[config.mk]
export PLATFORM = sky130hd
export DESIGN_NAME = gp_iobuf_arbiter
export DESIGN_NICKNAME = d
export VERILOG_FILES = /design/src/rtl/gp_arb_pkg.sv /design/src/rtl/gp_rr_pick.sv /design/src/rtl/gp_iobuf_arbiter.sv
export SDC_FILE = /design/constraint.sdc
export NUM_CORES = 1
export LEC_CHECK = 0
export BUFFER_PORTS_ARGS = -buffer_cell sky130_fd_sc_hd__buf_2
export CAP_MARGIN = 20
export CORE_MARGIN = 2
export CORE_UTILIZATION = 49
export CTS_CLUSTER_DIAMETER = 100
export DETAILED_ROUTE_END_ITERATION = 6
export GPL_ROUTABILITY_DRIVEN = 0
export GPL_TIMING_DRIVEN = 0
export PLACE_DENSITY = 0.85
export SLEW_MARGIN = 20
export SYNTH_ARGS = -nofsm -noshare
export SYNTH_HDL_FRONTEND = slang
export SYNTH_SLANG_ARGS = --single-unit
[constraint.sdc]
create_clock -name clk -period 1.69 [get_ports clk]
set_input_delay 0.0845 -clock clk [delete_from_list [all_inputs] [get_ports clk]]
set_output_delay 0.0845 -clock clk [all_outputs]
set_load 0.01 [all_outputs]
[src/rtl/gp_arb_pkg.sv]
// gp_arb_pkg
// Shared definitions for the IO buffer arbiter: FSM state encoding and the
// widths of the hold and turnaround counters.
package gp_arb_pkg;

  typedef enum logic [1:0] {
    IDLE  = 2'd0,
    GRANT = 2'd1,
    TURN  = 2'd2
  } arb_state_t;

  // Hold counter covers HOLD_MAX up to 255; turnaround counter covers up to 15.
  localparam int HOLD_CNT_W = 8;
  localparam int TURN_CNT_W = 4;

endpackage

[src/rtl/gp_rr_pick.sv]
// gp_rr_pick
// Combinational round-robin picker. Returns the first set request bit found
// searching upward from ptr+1, wrapping modulo NREQ.
// Ports:
//   req   [NREQ-1:0]  request vector
//   ptr   [IDX_W-1:0] index of the previous winner
//   valid             any request present
//   index [IDX_W-1:0] winning requester (0 when valid is low)
module gp_rr_pick #(
  parameter int NREQ  = 4,
  parameter int IDX_W = $clog2(NREQ)
) (
  input  logic [NREQ-1:0]  req,
  input  logic [IDX_W-1:0] ptr,
  output logic             valid,
  output logic [IDX_W-1:0] index
);

  logic [IDX_W-1:0] cand;

  // Walk from the farthest candidate back to the nearest, so the nearest
  // set bit after ptr overwrites the rest.
  always_comb begin
    valid = 1'b0;
    index = '0;
    cand  = '0;
    for (int i = NREQ; i >= 1; i--) begin
      cand = IDX_W'((int'(ptr) + i) % NREQ);
      if (req[cand]) begin
        valid = 1'b1;
        index = cand;
      end
    end
  end

endmodule

[src/rtl/gp_iobuf_arbiter.sv]
// gp_iobuf_arbiter
// Arbitrates NREQ requesters for one shared bidirectional pad. A single owner
// drives or samples the pad; ownership changes always pass through a
// TURNAROUND-cycle window with the output enable low.
// Ports:
//   clk      rising-edge clock
//   rst_n    asynchronous active-low reset
//   req      per-requester access request
//   drive    per-requester direction (1 drive, 0 sample)
//   dout     per-requester drive value
//   pad_out  pad value from the IO buffer
//   gnt      one-hot grant, zero when no owner
//   oe       IO buffer output enable
//   in       IO buffer drive value
//   rdata    registered pad sample
//   busy     high in GRANT or TURN
//
// state | meaning
// IDLE  | no owner; arbitrate on any request
// GRANT | owner holds the pad; hold counter runs
// TURN  | OE low between owners; last cycle arbitrates directly
module gp_iobuf_arbiter
  import gp_arb_pkg::*;
#(
  parameter int NREQ       = 4,
  parameter int HOLD_MAX   = 15,
  parameter int TURNAROUND = 1
) (
  input  logic            clk,
  input  logic            rst_n,
  input  logic [NREQ-1:0] req,
  input  logic [NREQ-1:0] drive,
  input  logic [NREQ-1:0] dout,
  input  logic            pad_out,
  output logic [NREQ-1:0] gnt,
  output logic            oe,
  output logic            in,
  output logic            rdata,
  output logic            busy
);

  localparam int IDX_W = $clog2(NREQ);
  localparam logic [HOLD_CNT_W-1:0] HOLD_LIM  = HOLD_CNT_W'(HOLD_MAX);
  localparam logic [TURN_CNT_W-1:0] TURN_INIT = TURN_CNT_W'(TURNAROUND - 1);

  arb_state_t              state_q, state_d;
  logic [IDX_W-1:0]        owner_q, owner_d;
  logic [IDX_W-1:0]        ptr_q, ptr_d;
  logic [HOLD_CNT_W-1:0]   hold_q, hold_d;
  logic [TURN_CNT_W-1:0]   turn_q, turn_d;
  logic [NREQ-1:0]         owner_oh;
  logic                    others_pending;
  logic                    arb_en;
  logic                    pick_valid;
  logic [IDX_W-1:0]        pick_idx;

  gp_rr_pick #(
    .NREQ  (NREQ),
    .IDX_W (IDX_W)
  ) u_pick (
    .req   (req),
    .ptr   (ptr_q),
    .valid (pick_valid),
    .index (pick_idx)
  );

  assign owner_oh       = NREQ'(1) << owner_q;
  assign others_pending = |(req & ~owner_oh);

  always_ff @(posedge clk or negedge rst_n) begin
    if (!rst_n) begin
      state_q <= IDLE;
      owner_q <= '0;
      ptr_q   <= IDX_W'(NREQ - 1);
      hold_q  <= '0;
      turn_q  <= '0;
    end else begin
      state_q <= state_d;
      owner_q <= owner_d;
      ptr_q   <= ptr_d;
      hold_q  <= hold_d;
      turn_q  <= turn_d;
    end
  end

  always_comb begin
    state_d = state_q;
    owner_d = owner_q;
    ptr_d   = ptr_q;
    hold_d  = hold_q;
    turn_d  = turn_q;
    arb_en  = 1'b0;
    case (state_q)
      IDLE: arb_en = 1'b1;
      GRANT: begin
        if (hold_q != HOLD_LIM) hold_d = hold_q + HOLD_CNT_W'(1);
        // Owner release and hold expiry can coincide; both lead to the same
        // single TURN entry.
        if (!req[owner_q] || (hold_q == HOLD_LIM && others_pending)) begin
          state_d = TURN;
          turn_d  = TURN_INIT;
        end
      end
      TURN: begin
        if (turn_q == '0) begin
          // Fold the IDLE arbitration into the last turnaround cycle so the
          // gap between owners is exactly TURNAROUND cycles.
          state_d = IDLE;
          arb_en  = 1'b1;
        end else begin
          turn_d = turn_q - TURN_CNT_W'(1);
        end
      end
      default: state_d = IDLE;
    endcase
    if (arb_en && pick_valid) begin
      state_d = GRANT;
      owner_d = pick_idx;
      ptr_d   = pick_idx;
      hold_d  = '0;
    end
  end

  // Outputs decode from the async-reset state, so reset drops OE at once.
  assign gnt  = (state_q == GRANT) ? owner_oh : '0;
  assign oe   = (state_q == GRANT) && drive[owner_q];
  assign in   = (state_q == GRANT) && dout[owner_q];
  assign busy = (state_q != IDLE);

  always_ff @(posedge clk or negedge rst_n) begin
    if (!rst_n) begin
      rdata <= 1'b0;
    end else if (state_q == GRANT && !oe) begin
      rdata <= pad_out;
    end
  end

endmodule
==> results of run 1 <==
## stage by stage
step,power (mW),hold WS (ns),std cells,utilization [%]
CTS,2.51,0.00381,185,66.3
global placement,1.94,0.0372,170,60.2
floorplan,1.69,-0.211,120,-
finish,2.74,0.000615,189,69.4
detailed placement,1.99,0.0425,170,60.2
global route,2.91,0.00143,189,69.4
## what timing repair did
action	CTS	global route
resized for setup	8	8
endpoints found under the setup margin	23	24
pin swaps	10	2
hold endpoints to repair	17	0
buffers inserted	11	5
hold buffers	1	0
## worst max-delay path, cell delays in order, from the launching register on
cell and delay (ns):
dfrtp_1 0.40, inv_2 0.08, ha_4 0.12, or3b_4 0.40
a221o_2 0.43, buf_4 0.17, nand2_1 0.06, mux2i_1 0.07
## worst min-delay path by stage
stage	cells after the start	end	from	slack, ns
6_report	2	rdata$_DFFE_PN0P_	pad_out	0.0006
2_1_floorplan	0	hold_q[0]$_DFFE_PN0P_	rst_n	-0.21
5_1_grt	2	rdata$_DFFE_PN0P_	pad_out	0.001
3_3_place_gp	1	hold_q[0]$_DFFE_PN0P_	rst_n	0.04
4_1_cts	2	rdata$_DFFE_PN0P_	pad_out	0.004
3_5_place_dp	1	hold_q[3]$_DFFE_PN0P_	rst_n	0.04
## final cells by class
cell class	instances	area [µm²]	area share [%]
well taps	28	35.0	2.24
plain buffers	1	11.3	0.719
flip-flops and latches	19	478	30.5
inverters	7	26.3	1.68
clock buffers	4	26.3	1.68
repair buffers	39	250	16.0
multi-input cells	91	738	47.2
## state kept, by name, summed over array words and instances (netlist names)
name	flops
state_q	2
rdata	1
turn_q	4
hold_q	8
owner_q	2
ptr_q	2
## synthesized netlist by cell type (all sizes together) (2+ instances only)
cell	number	share of area, %
dfrtp	17	36
nand2	14	4.4
nor2	12	3.8
inv	7	2.2
nor2b	6	3.1
mux2i	5	4.2
a21oi	3	1.3
and2	3	1.7
and3	3	1.7
mux4	3	5.7
nand3	3	1.3
nor3	3	1.3
xor2	3	2.2
a211oi	2	1.3
a21o	2	1.3
clkbuf	2	0.63
dfstp	2	4.4
ha	2	2.1
o211ai	2	1.3
o21a	2	1.3
## power groups by stage
stage	Sequential, mW	Combinational [mW]	Clock, mW
2_1_floorplan	0.747	0.948	0
3_3_place_gp	0.756	1.19	0
3_5_place_dp	0.767	1.23	0
4_1_cts	0.787	1.48	0.241
5_1_grt	0.858	1.80	0.257
6_report	0.842	1.65	0.243
## cells in the final DEF, fill, tap and decap left out, types with 5 or more instances in the layout
cell type,n
inv_1,5
nor2_1,9
nand2_1,14
buf_4,15
buf_2,21
dfrtp_1,17
nor2b_1,5
mux2i_1,5
## per-layer routing
metal	up-vias	wire, µm	track usage (%)
met4	0	46	9.40
li1	516	-	-
met3	6	193	2.82
met2	40	1520	38.1
met1	551	1280	28.4
met5	-	0	0
## cells by family (layout without fill, tap and decap cells)
kind of cell	after synthesis	in the layout	share of synthesized area, %
AOI/OAI and AO/OA	24	24	18.4
muxes	9	9	10.8
xor gates and xnor gates	4	4	2.94
and+or+nand+nor	52	52	22.5
buffers and inverters	10	51	3.25
adders and majority gates	2	2	2.10
DFF	19	19	40.1
==> impl_metrics.yaml, run 1 <==
status:
  status: "finished, violations left"
  violations: "negative setup slack"
sta:
  rsz0062_at_grt: "true"
  setup_viol: 16
  finalHoldViolCount: 0
  post-route-period-util_pct: 110
  slew_headroom_pct: 67.4
  layout_min_cycle_time_ns: 1.86
  fmax_ghz: 0.537
  finalWorstSetupSlack_ns: -0.172
  worstMarginPinSlew_ns: 0.485
  tns_ns: -1.30
  maxSlewViolCount: 0
  skew_ns: 0.00718
global_route:
  antenna_found_initial: 0
  grt_pass1_vias: 996
  grt_pass1_wl_mm: 4.53
  grt_max_degree: 20
  grt_use_total_pct: 22.4
  grt_overflow: 0
worst_setup_path:
  cp-start-kind: "flip-flop"
  rr_worst_depth: 7
  path_class: "reg -> reg"
  critical_path.endpoint_type: "flip-flop"
  cp.arrival_ns: 2.05
  crit_end: "hold_q[4]$_DFFE_PN0P_"
  crit_path_max_fanout: 5
  r2r_end: "hold_q[4]$_DFFE_PN0P_"
  reg2reg_from: "turn_q[0]$_DFFE_PN0P_"
  crit_start: "turn_q[0]$_DFFE_PN0P_"
  regToRegSetupSlack_ns: -0.17
  required_ns: 1.88
synthesis:
  ys_ff_latch: 19
  syn-instance-count: 120
  syn_area_per_cell_um2: 9.94
  ys_seq_area_share_pct: 40.1
  synth_edf_count: 0
  yosysUniqueCellTypes: 46
  ys_warn_count: 0
  synth_nets: 137
  synth_area_um2: 1190
  ys.flop_type: "dfrtp_1"
  async_reset_ff_share_pct: 100
placed_design:
  dp_slack_ns: -0.270
  portBuffers: 22
  dpl.hpwl_mm: 1.80
  placed_area_um2: 1360
clocking:
  clkTransAtPathRegs_ns: 0.12
  cts_tree: "done"
  clkSinkCount: 19
  cts_buffer_depth: 2
  insertion_delay_ns: 0.31
  cts_buffers: 3
  htree_levels: 1
  clockRootBuffer: "clkbuf_4"
finish:
  final_nets: 179
  fin_area_um2: 1570
  drive_gt1_share_pct: 43.5
  diodes: 0
  fillers: 164
  area_growth_pct: 31.3
routing:
  via_count: 1113
  drt_first_iter_violations: 35
  wl_per_cell_um: 16.1
  final_antenna_net_count: 0
  drt-total-wl_mm: 3.04
  firstDrtPassIters: 4
  drc: 0
  vias_per_cell: 5.89
power_and_ir_drop:
  power_leakage_nw: 0.737
  cell_internal_pwr_mw: 1.60
  ir_drop_mv: 1.08
  combPwrFrac_pct: 60.4
  power_frac_clock_pct: 8.9
  power.net_switching_mw: 1.13
  seqPwrFrac_pct: 30.8
  powerDensity_nw_per_um2: 1750
  p_sw_share_pct: 41.4
die:
  initial_utilization_pct: 52.9
  die_area_um2: 2840
  rows: 17
  ios: 23
  design.core.area_um2: 2250
  fp.dieW_um: 53.3
  fp.dieH_um: 53.3
job:
  maxCapViolCount: 0
min_path:
  hp-class: "in -> reg"
Power figures use the tool's default switching activity.
==> run 2, diff against run 1 <==
--- a/config.mk
+++ b/config.mk
@@ -5,6 +5,7 @@
 export SDC_FILE = /design/constraint.sdc
 export NUM_CORES = 1
 export LEC_CHECK = 0
+export ABC_AREA = 1
 export BUFFER_PORTS_ARGS = -buffer_cell sky130_fd_sc_hd__buf_2
 export CAP_MARGIN = 20
 export CORE_MARGIN = 2
@@ -13,7 +14,7 @@
 export DETAILED_ROUTE_END_ITERATION = 6
 export GPL_ROUTABILITY_DRIVEN = 0
 export GPL_TIMING_DRIVEN = 0
-export PLACE_DENSITY = 0.85
+export PLACE_DENSITY = 0.84
 export SLEW_MARGIN = 20
 export SYNTH_ARGS = -nofsm -noshare
 export SYNTH_HDL_FRONTEND = slang
==> constraint.sdc (replaced) <==
create_clock -name clk -period 1.69 [get_ports clk]
set_input_delay 0.2535 -clock clk [delete_from_list [all_inputs] [get_ports clk]]
set_output_delay 0.2535 -clock clk [all_outputs]
set_load 0.01 [all_outputs]
==> impl_metrics.yaml, run 2 <==
sta:
  holdWs_ns: 0.188
  setup_viol: 1
  rsz0062_at_grt: "true"
  tns_ns: -0.0771
  maxSlewViolCount: 0
  finalWorstSetupSlack_ns: -0.0771
  fmax_ghz: 0.566
  worstMarginPinSlew_ns: 0.411
  layout_min_cycle_time_ns: 1.77
  finalHoldViolCount: 0
  skew_ns: 0.00714
  slew_headroom_pct: 72.6
  post-route-period-util_pct: 105
finish:
  top_regs: "hold_q x8, turn_q x4"
  fillers: 244
  area_growth_pct: 21.9
  top_register: "hold_q"
  largest_register_ff_count: 8
  stdcell_count: 268
  layout_common_cells: "nand2_1 (67), nor2_1 (23), buf_2 (23)"
  final_common_cell: "nand2_1"
  final_nets: 255
  diodes: 0
  drive_gt1_share_pct: 27.8
worst_setup_path:
  crit_path_max_fanout: 4
  path_class: "reg -> out"
  crit_chain: "inv_2, nor2_4, nand2_2, nand2_2, a211oi_4, nor2_1, buf_2"
  required_ns: 1.44
  critPathSlowestCell: "dfrtp_2"
  critPathTopFamily: "flip-flops"
  critical_path.endpoint_type: "output pin"
  worst-path-buf-inv: 2
  crit_top_cell: "nand2_2"
  cp-start-kind: "flip-flop"
  cp.arrival_ns: 1.51
  slowest_delay_ns: 0.46
clocking:
  cts_buffers: 3
  cts_tree: "done"
  clkTransAtPathRegs_ns: 0.11
  clockRootBuffer: "clkbuf_4"
  clkSinkCount: 19
  insertion_delay_ns: 0.31
  cts_buffer_depth: 2
  htree_levels: 1
synthesis:
  ys_seq_area_share_pct: 35.5
  synth_area_um2: 1350
  syn-instance-count: 200
  synth.most_common_cell: "nand2_1"
  synth_area_leaders: "dfrtp_1 (32%), nand2_1 (19%), inv_1 (6.7%)"
  syn_area_per_cell_um2: 6.74
  synth_top_area_cell: "dfrtp_1"
  ys.flop_type: "dfrtp_1"
  ys_top_cells_by_count: "nand2_1 (70), inv_1 (24), nor2_1 (24)"
  yosysUniqueCellTypes: 31
  yosys.area.top_type_share_pct: 31.6
  ys_warn_count: 0
  synth_nets: 217
  synth_edf_count: 0
  async_reset_ff_share_pct: 100
  ys_ff_latch: 19
routing:
  via_count: 1384
  vias_per_cell: 5.16
  wl_per_cell_um: 11.5
  final_antenna_net_count: 0
  drt_first_iter_violations: 81
  drc: 0
  firstDrtPassIters: 4
  drt-total-wl_mm: 3.09
placed_design:
  dp_slack_ns: 0.111
  dpl.hpwl_mm: 2.11
  place_inst: 253
  portBuffers: 22
die:
  rows: 19
  die_area_um2: 3190
  design.core.area_um2: 2690
  ios: 23
  fp.dieW_um: 56.4
  fp.dieH_um: 56.4
  initial_utilization_pct: 50.2
global_route:
  grt_max_degree: 20
  grt_overflow: 0
  antenna_found_initial: 0
  grt_use_total_pct: 19.1
  grt_pass1_vias: 1211
  grt_pass1_wl_mm: 4.86
power_and_ir_drop:
  powerDensity_nw_per_um2: 1830
  power_leakage_nw: 0.901
  ir_drop_mv: 1.14
min_path:
  hp-class: "in -> reg"
status:
  violations: "negative setup slack"
  status: "finished, violations left"
job:
  maxCapViolCount: 0
-- run 2: final cells by class --
class | instances | area, µm² | share of cell area [%]
Multi-Input combinational cell | 150 | 759 | 46.2
Inverter | 28 | 110 | 6.70
Timing Repair Buffer | 33 | 193 | 11.7
Buffer | 3 | 33.8 | 2.06
Tap cell | 31 | 38.8 | 2.36
Clock buffer | 3 | 22.5 | 1.37
Sequential cell | 19 | 480 | 29.2
Clock inverter | 1 | 5.00 | 0.305
-- run 2: path summary, 6_finish.rpt --
path / slack, ns / cells after the start / start / end
setup / recovery: -0.08 / 7 / owner_q[0]$_DFFE_PN0N_ / oe
hold / removal: 0.19 / 3 / pad_out / rdata$_DFFE_PN0P_
setup reg to reg: 0.05 / 10 / ptr_q[0]$_DFFE_PN1N_ / hold_q[7]$_DFFE_PN0P_
hold reg to reg: 0.49 / 2 / rdata$_DFFE_PN0P_ / rdata$_DFFE_PN0P_
max in group asynchronous: 0.98 / 2 / rst_n / ptr_q[1]$_DFFE_PN1N_
min in group asynchronous: 0.39 / 2 / rst_n / hold_q[4]$_DFFE_PN0P_
-- run 2: metrics by stage --
stage	area (µm²)	utilization (%)	power, mW
floorplan	1350	-	2.09
detailed placement	1500	55.7	2.46
global placement	1500	55.7	2.41
global route	1640	61.2	3.30
CTS	1550	57.8	2.74
finish	1640	61.2	3.00
-- run 2: power by group --
part / switching, mW / internal [mW]
sequential: 0.136 / 0.620
combinational: 1.19 / 0.829
clock: 0.142 / 0.0885
total: 1.47 / 1.54
-- run 2: logic make-up (layout without fill, tap and decap cells) --
logic type | after synthesis | count (layout) | synth area share, %
adders and majority gates | 2 | 2 | 1.86
buffers and inverters | 31 | 68 | 10.2
xor gates and xnor gates | 5 | 5 | 3.25
DFF | 19 | 19 | 35.5
AOI/OAI and AO/OA | 19 | 19 | 9.66
and+or+nand+nor | 124 | 124 | 39.6
-- run 2: what timing repair did --
action | in CTS | in global routing
hold buffers | 1 | 0
setup buffers | 2 | 7
resized for setup | 3 | 10
endpoints found under the setup margin | 3 | 10
pin swaps | 2 | 6
endpoints found under the hold margin | 17 | 0
gates cloned | 0 | 1
-- run 2: layer usage --
layer  GRT usage (%)  up-vias  part of all wire [%]
met1            24.0      628                    44
met4            9.52        0                   3.7
met5               0        -                     0
li1                -      702                     -
met2            31.1       41                    49
met3            3.69       13                   3.3
-- run 2: tightest hold or removal path, stage by stage --
cell and delay (ns):
buf_2 0.08, nand3_1 0.06, nand2_1 0.06
